--- src/rtl/chord_envelope.sv ---
// -----------------------------------------------------------------------------
// chord_envelope
//
// ADSR amplitude envelope applied to a chord sample stream. The envelope
// advances only on sample ticks (new_sample_ready). On each tick the incoming
// signed sample is scaled by the new envelope level. The scaled sample and a
// one-cycle valid pulse appear in the cycle after the tick.
//
// Ports:
//   clk              in   system clock, rising edge
//   reset            in   asynchronous active-low reset
//   new_sample_ready in   one-cycle sample-tick strobe
//   note_active      in   gate: 1 = note held, 0 = note released
//   sample_in        in   [15:0] signed chord sample, valid on tick cycles
//   sample_out       out  [15:0] signed enveloped sample (registered)
//   sample_valid     out  one-cycle pulse in the cycle after each tick
//   env_level        out  [7:0] registered envelope level
//   env_busy         out  1 whenever the envelope state is not IDLE
// -----------------------------------------------------------------------------
module chord_envelope #(
    parameter int ATTACK_STEP   = 16,
    parameter int DECAY_STEP    = 4,
    parameter int SUSTAIN_LEVEL = 192,
    parameter int RELEASE_STEP  = 8
) (
    input  logic        clk,
    input  logic        reset,
    input  logic        new_sample_ready,
    input  logic        note_active,
    input  logic [15:0] sample_in,
    output logic [15:0] sample_out,
    output logic        sample_valid,
    output logic [7:0]  env_level,
    output logic        env_busy
);

    typedef enum logic [2:0] {
        ST_IDLE    = 3'd0,
        ST_ATTACK  = 3'd1,
        ST_DECAY   = 3'd2,
        ST_SUSTAIN = 3'd3,
        ST_RELEASE = 3'd4
    } env_state_t;

    localparam logic [8:0] ATK_9 = 9'(ATTACK_STEP);
    localparam logic [7:0] DEC_8 = 8'(DECAY_STEP);
    localparam logic [7:0] SUS_8 = 8'(SUSTAIN_LEVEL);
    localparam logic [7:0] REL_8 = 8'(RELEASE_STEP);
    // Any decay step from a level at or below this lands on (or below) the
    // sustain level, so the level is clamped there instead of underflowing.
    localparam logic [8:0] DEC_FLOOR_9 = {1'b0, SUS_8} + {1'b0, DEC_8};

    env_state_t         state_q, state_d;
    logic [7:0]         level_q, level_d;
    logic [15:0]        sample_out_q, sample_out_d;
    logic               sample_valid_q, sample_valid_d;

    logic [8:0]         sum_9;
    logic signed [23:0] sin_ext;
    logic signed [23:0] lvl_ext;
    logic signed [23:0] prod;

    // Next-state, next-level and output computation; everything holds off-tick.
    always_comb begin
        state_d        = state_q;
        level_d        = level_q;
        sample_out_d   = sample_out_q;
        sample_valid_d = 1'b0;
        sum_9          = {1'b0, level_q} + ATK_9;
        sin_ext        = 24'sd0;
        lvl_ext        = 24'sd0;
        prod           = 24'sd0;

        if (new_sample_ready) begin
            case (state_q)
                ST_IDLE: begin
                    // Level stays 0 on the tick that enters ATTACK.
                    level_d = 8'd0;
                    if (note_active) begin
                        state_d = ST_ATTACK;
                    end else begin
                        state_d = ST_IDLE;
                    end
                end
                ST_ATTACK: begin
                    if (!note_active) begin
                        state_d = ST_RELEASE;
                    end else if (sum_9 >= 9'd255) begin
                        level_d = 8'd255;
                        state_d = ST_DECAY;
                    end else begin
                        level_d = sum_9[7:0];
                    end
                end
                ST_DECAY: begin
                    if (!note_active) begin
                        state_d = ST_RELEASE;
                    end else if ({1'b0, level_q} <= DEC_FLOOR_9) begin
                        level_d = SUS_8;
                        state_d = ST_SUSTAIN;
                    end else begin
                        level_d = level_q - DEC_8;
                    end
                end
                ST_SUSTAIN: begin
                    if (!note_active) begin
                        state_d = ST_RELEASE;
                    end else begin
                        level_d = SUS_8;
                    end
                end
                ST_RELEASE: begin
                    // Retrigger keeps the current level to avoid a click.
                    if (note_active) begin
                        state_d = ST_ATTACK;
                    end else if (level_q <= REL_8) begin
                        level_d = 8'd0;
                        state_d = ST_IDLE;
                    end else begin
                        level_d = level_q - REL_8;
                    end
                end
                default: begin
                    state_d = ST_IDLE;
                    level_d = 8'd0;
                end
            endcase

            // Level is unsigned, so it is zero-extended before the signed multiply.
            sin_ext        = {{8{sample_in[15]}}, sample_in};
            lvl_ext        = {16'd0, level_d};
            prod           = sin_ext * lvl_ext;
            sample_out_d   = 16'(prod >>> 8);
            sample_valid_d = 1'b1;
        end else begin
            sample_valid_d = 1'b0;
        end
    end

    // State, level and output registers.
    always_ff @(posedge clk or negedge reset) begin
        if (!reset) begin
            state_q        <= ST_IDLE;
            level_q        <= 8'd0;
            sample_out_q   <= 16'd0;
            sample_valid_q <= 1'b0;
        end else begin
            state_q        <= state_d;
            level_q        <= level_d;
            sample_out_q   <= sample_out_d;
            sample_valid_q <= sample_valid_d;
        end
    end

    assign sample_out   = sample_out_q;
    assign sample_valid = sample_valid_q;
    assign env_level    = level_q;
    assign env_busy     = (state_q != ST_IDLE);

endmodule

--- config.mk ---
export PLATFORM = sky130hd
export DESIGN_NAME = chord_envelope
export DESIGN_NICKNAME = d
export VERILOG_FILES = /design/src/rtl/chord_envelope.sv
export SDC_FILE = /design/constraint.sdc
export NUM_CORES = 1
export LEC_CHECK = 0
export BUFFER_PORTS_ARGS = -buffer_cell sky130_fd_sc_hd__buf_2
export CORE_MARGIN = 8
export CORE_UTILIZATION = 60
export DETAILED_ROUTE_END_ITERATION = 12
export PLACE_DENSITY_LB_ADDON = 0.25
export RECOVER_POWER = 50
export SYNTH_ARGS = -nofsm -noshare
export SYNTH_HDL_FRONTEND = slang
export SYNTH_SLANG_ARGS = --single-unit
--- constraint.sdc ---
create_clock -name clk -period 7.65 [get_ports clk]
set_input_delay 0.765 -clock clk [delete_from_list [all_inputs] [get_ports clk]]
set_output_delay 0.765 -clock clk [all_outputs]
set_load 0.05 [all_outputs]
==> summary.md <==
| Metric | Value |
|---|---|
| Final GP Congestion | 0.8627 |
| Most frequent cell after synthesis | inv_1 |
| Sink Count | 28 |
| Yosys warns | 0 |
| Synthesized instance count | 735 |
| Final Cycle Share | 94.26% |
| Post-Route M1 WL | 6187 µm |
| Synth Flop Type | dfrtp_1 |
| Routed Antenna Nets | 0 |
| Critical Setup Path Class | flip-flop to flip-flop |
| Failing checks | max-capacitance violations, max-slew violations |
| H-tree depth | 1 |
| Area growth, synth to finish | 6.412% |
| Top Layer Used | met4 |
| CTS Buffer Depth | 2 |
| Final setup viols | 0 |
| Critical Path, Cell by Cell | inv_1, ha_1, nor3b_4, a221oi_2, o21ai_0, o21ai_0, a22o_1, nand2_1, fa_1, inv_1, fa_1, inv_1, fa_1, inv_1, fa_1, ha_1, a21o_1, a21o_1, a21oi_1, o21ai_0, a31oi_4, a311oi_2, or4_1, a31o_1 |
| Detailed placer's ending HPWL | 12,460 µm |
| Initial antenna violation count | 0 |
| Worst-skew pair later-pin latency | 0.28 ns |
| Drt wl/cell | 17.08 µm |
| Rel. slew slack | -29.40% |
| Vias in the first global route | 5,769 |
| Number of buffer and inverter stages on the critical path | 4 |
| Top cells by area, synth | fa_1, dfrtp_1, ha_1, inv_1, and2_1 |
| Worst Path Required | 7.83 ns |
| GRT Total Usage | 23.34% |
| Max-Cap Viols | 2 |
| Clock buffer count from CTS | 3 |
| Fin. Hold Viols | 0 |
| Mapped cell area | 6420 µm² |
| Final Max Slew Viols | 77 |
| Status | complete, but fails checks |
| Post-synth top area cell | fa_1 |
| Buffers on Ports | 45 |
| Setup Skew | 0.005126 ns |
| CP arrival | 7.39 ns |
| Register area | 700.7 µm² |
| Share of layout cells above drive strength 1 | 10.55% |
| Root buf cell | clkbuf_8 |
| Total negative slack | 0 ns |
| Synth unique cells | 76 |
| Wirelength, routed | 15,440 µm |
| First-pass GRT wire length | 27,640 µm |
| FP Rows | 37 |
| Sequential-to-total area share from yosys stat | 10.91% |
| Die Y-Extent | 119.4 µm |
| Max stage delay on crit path | 0.62 ns |
| Yosys reg bits | 28 |
| Syn nets | 908 |
| Reg clk slew, reported paths | 0.10 ns |
| Core area | 10,370 µm² |
| Final min period | 7.211 ns |
| EDFF count, synth | 0 |
| Wire length on met3 | 594 µm |
| Final Net Count | 942 |
| RSZ-0062 raised after global routing | no |
| Die W | 119.4 µm |
| Ys async rst share | 100.0% |
| DR vias/cell | 5.722 |
| CTS tree | built |
| Slowest CP cell | a22o_1 |
| Post-synth top area share | 30.87% |
| Crit. End Element | flip-flop |
| Vias | 5,173 |
| Fillers | 903 |
| WL met2 | 8228 µm |
| Starting density of the core | 61.91% |
| Initial DRC Count | 307 |
| Critical Path Fanout Max | 17 |
| Grt total ovfl | 0 |
| Residual DRC count | 0 |
| Setup slack, reg-to-reg | 0.44 ns |
| Multi-input gate area | 5032 µm² |
| Largest net degree at the start of global routing | 48 |
| Cell family with most CP delay | compound AO/OA/AOI/OAI gates |
| N_diodes | 0 |
| Fmax | 138.7 MHz |
| Worst Max-Slew Pin Slew | 1.941 ns |
| Syn Area/Cell | 8.735 µm² |
| Post-synth top cells | inv_1, fa_1, nand2_1 |
| CP Launch Type | flip-flop |
| Hold Path Class | flip-flop to flip-flop |
| IO Count | 46 |
| Area of the die | 14,270 µm² |
| Drt first pass iters | 5 |
==> per-layer routing <==
| metal | up-vias | track usage (%) |
|---|---|---|
| met5 | - | 0 |
| met2 | 146 | 42.33 |
| met3 | 37 | 2.598 |
| met1 | 2592 | 27.89 |
| li1 | 2398 | - |
| met4 | 0 | 8.431 |
==> metrics by stage <==
| step | util (%) | std cells | hold slack, ns | worst slack, ns | cell area, µm² |
|---|---|---|---|---|---|
| 2_1_floorplan | - | 735 | 0.4694 | 0.8383 | 6420 |
| 6_report | 65.88 | 904 | 0.5118 | 0.4393 | 6832 |
| 3_5_place_dp | 65.28 | 900 | 0.4844 | 0.4427 | 6769 |
| 5_1_grt | 65.88 | 904 | 0.5483 | 0.06139 | 6832 |
| 3_3_place_gp | 65.28 | 900 | 0.4705 | 0.5203 | 6769 |
| 4_1_cts | 65.96 | 904 | 0.5026 | 0.3841 | 6840 |
==> worst paths after layout <==
kind,start,to,cells after the start
max,env_level[5],sample_out[10],24
min,sample_out[12],sample_out[12],2
max reg2reg,env_level[5],sample_out[10],24
min reg2reg,sample_out[12],sample_out[12],2
max in group asynchronous,reset,sample_out[9],1
min in group asynchronous,reset,state_q[1],1
==> layout by cell type, fill, tap and decap left out, types with 14 or more instances in the layout <==
cell	netlist	routed
buf_2	6	31
fa_1	99	99
a21oi_1	24	24
nand2_1	88	88
inv_1	156	156
clkbuf_1	13	14
ha_1	54	54
and2_1	61	61
dfrtp_1	28	28
o21ai_0	16	16
a21o_1	15	15
nor2_1	21	21
==> what timing repair did <==
item / CTS / global route
resized for setup: 0 / 1
hold buffers: 0 / 0
hold endpoints to repair: 0 / 0
setup buffers: 0 / 0
endpoints found under the setup margin: 0 / 2
==> registers in the layout, indices dropped and copies added, names as in the netlist <==
signal        flops
sample_valid      1
state_q           3
env_level         8
sample_out       16
==> worst register-to-register path, cell delays in order (launching register included) <==
cell	delay [ns]
dfrtp_1	0.55
inv_1	0.16
ha_1	0.24
nor3b_4	0.17
a221oi_2	0.33
o21ai_0	0.25
o21ai_0	0.21
a22o_1	0.62
nand2_1	0.20
fa_1	0.57
inv_1	0.05
fa_1	0.49
inv_1	0.05
fa_1	0.47
inv_1	0.05
fa_1	0.47
ha_1	0.34
a21o_1	0.18
a21o_1	0.17
a21oi_1	0.19
o21ai_0	0.20
a31oi_4	0.31
a311oi_2	0.18
or4_1	0.42
a31o_1	0.22
==> kinds of logic after synthesis <==
logic type / count (synthesis) / synth area share [%]
AO/OA/AOI/OAI: 115 / 13.55
XOR/XNOR: 15 / 2.046
adder cells (fa/ha/maj): 153 / 41.40
buffers and inverters: 181 / 10.95
multiplexers: 13 / 2.261
AND/OR/NAND/NOR: 230 / 18.89
flip-flops: 28 / 10.91
==> area by class of cell <==
class / count / area share [%]
clock inverters: 1 / 0.4396
repair buffers: 53 / 3.919
inverters: 157 / 8.626
well taps: 136 / 2.491
flip-flops and latches: 28 / 10.26
multi-input cells: 526 / 73.66
clock buffers: 3 / 0.6044
Power is not shown: default switching activity piles up to over one toggle a cycle in this logic, so the estimate is an artifact.
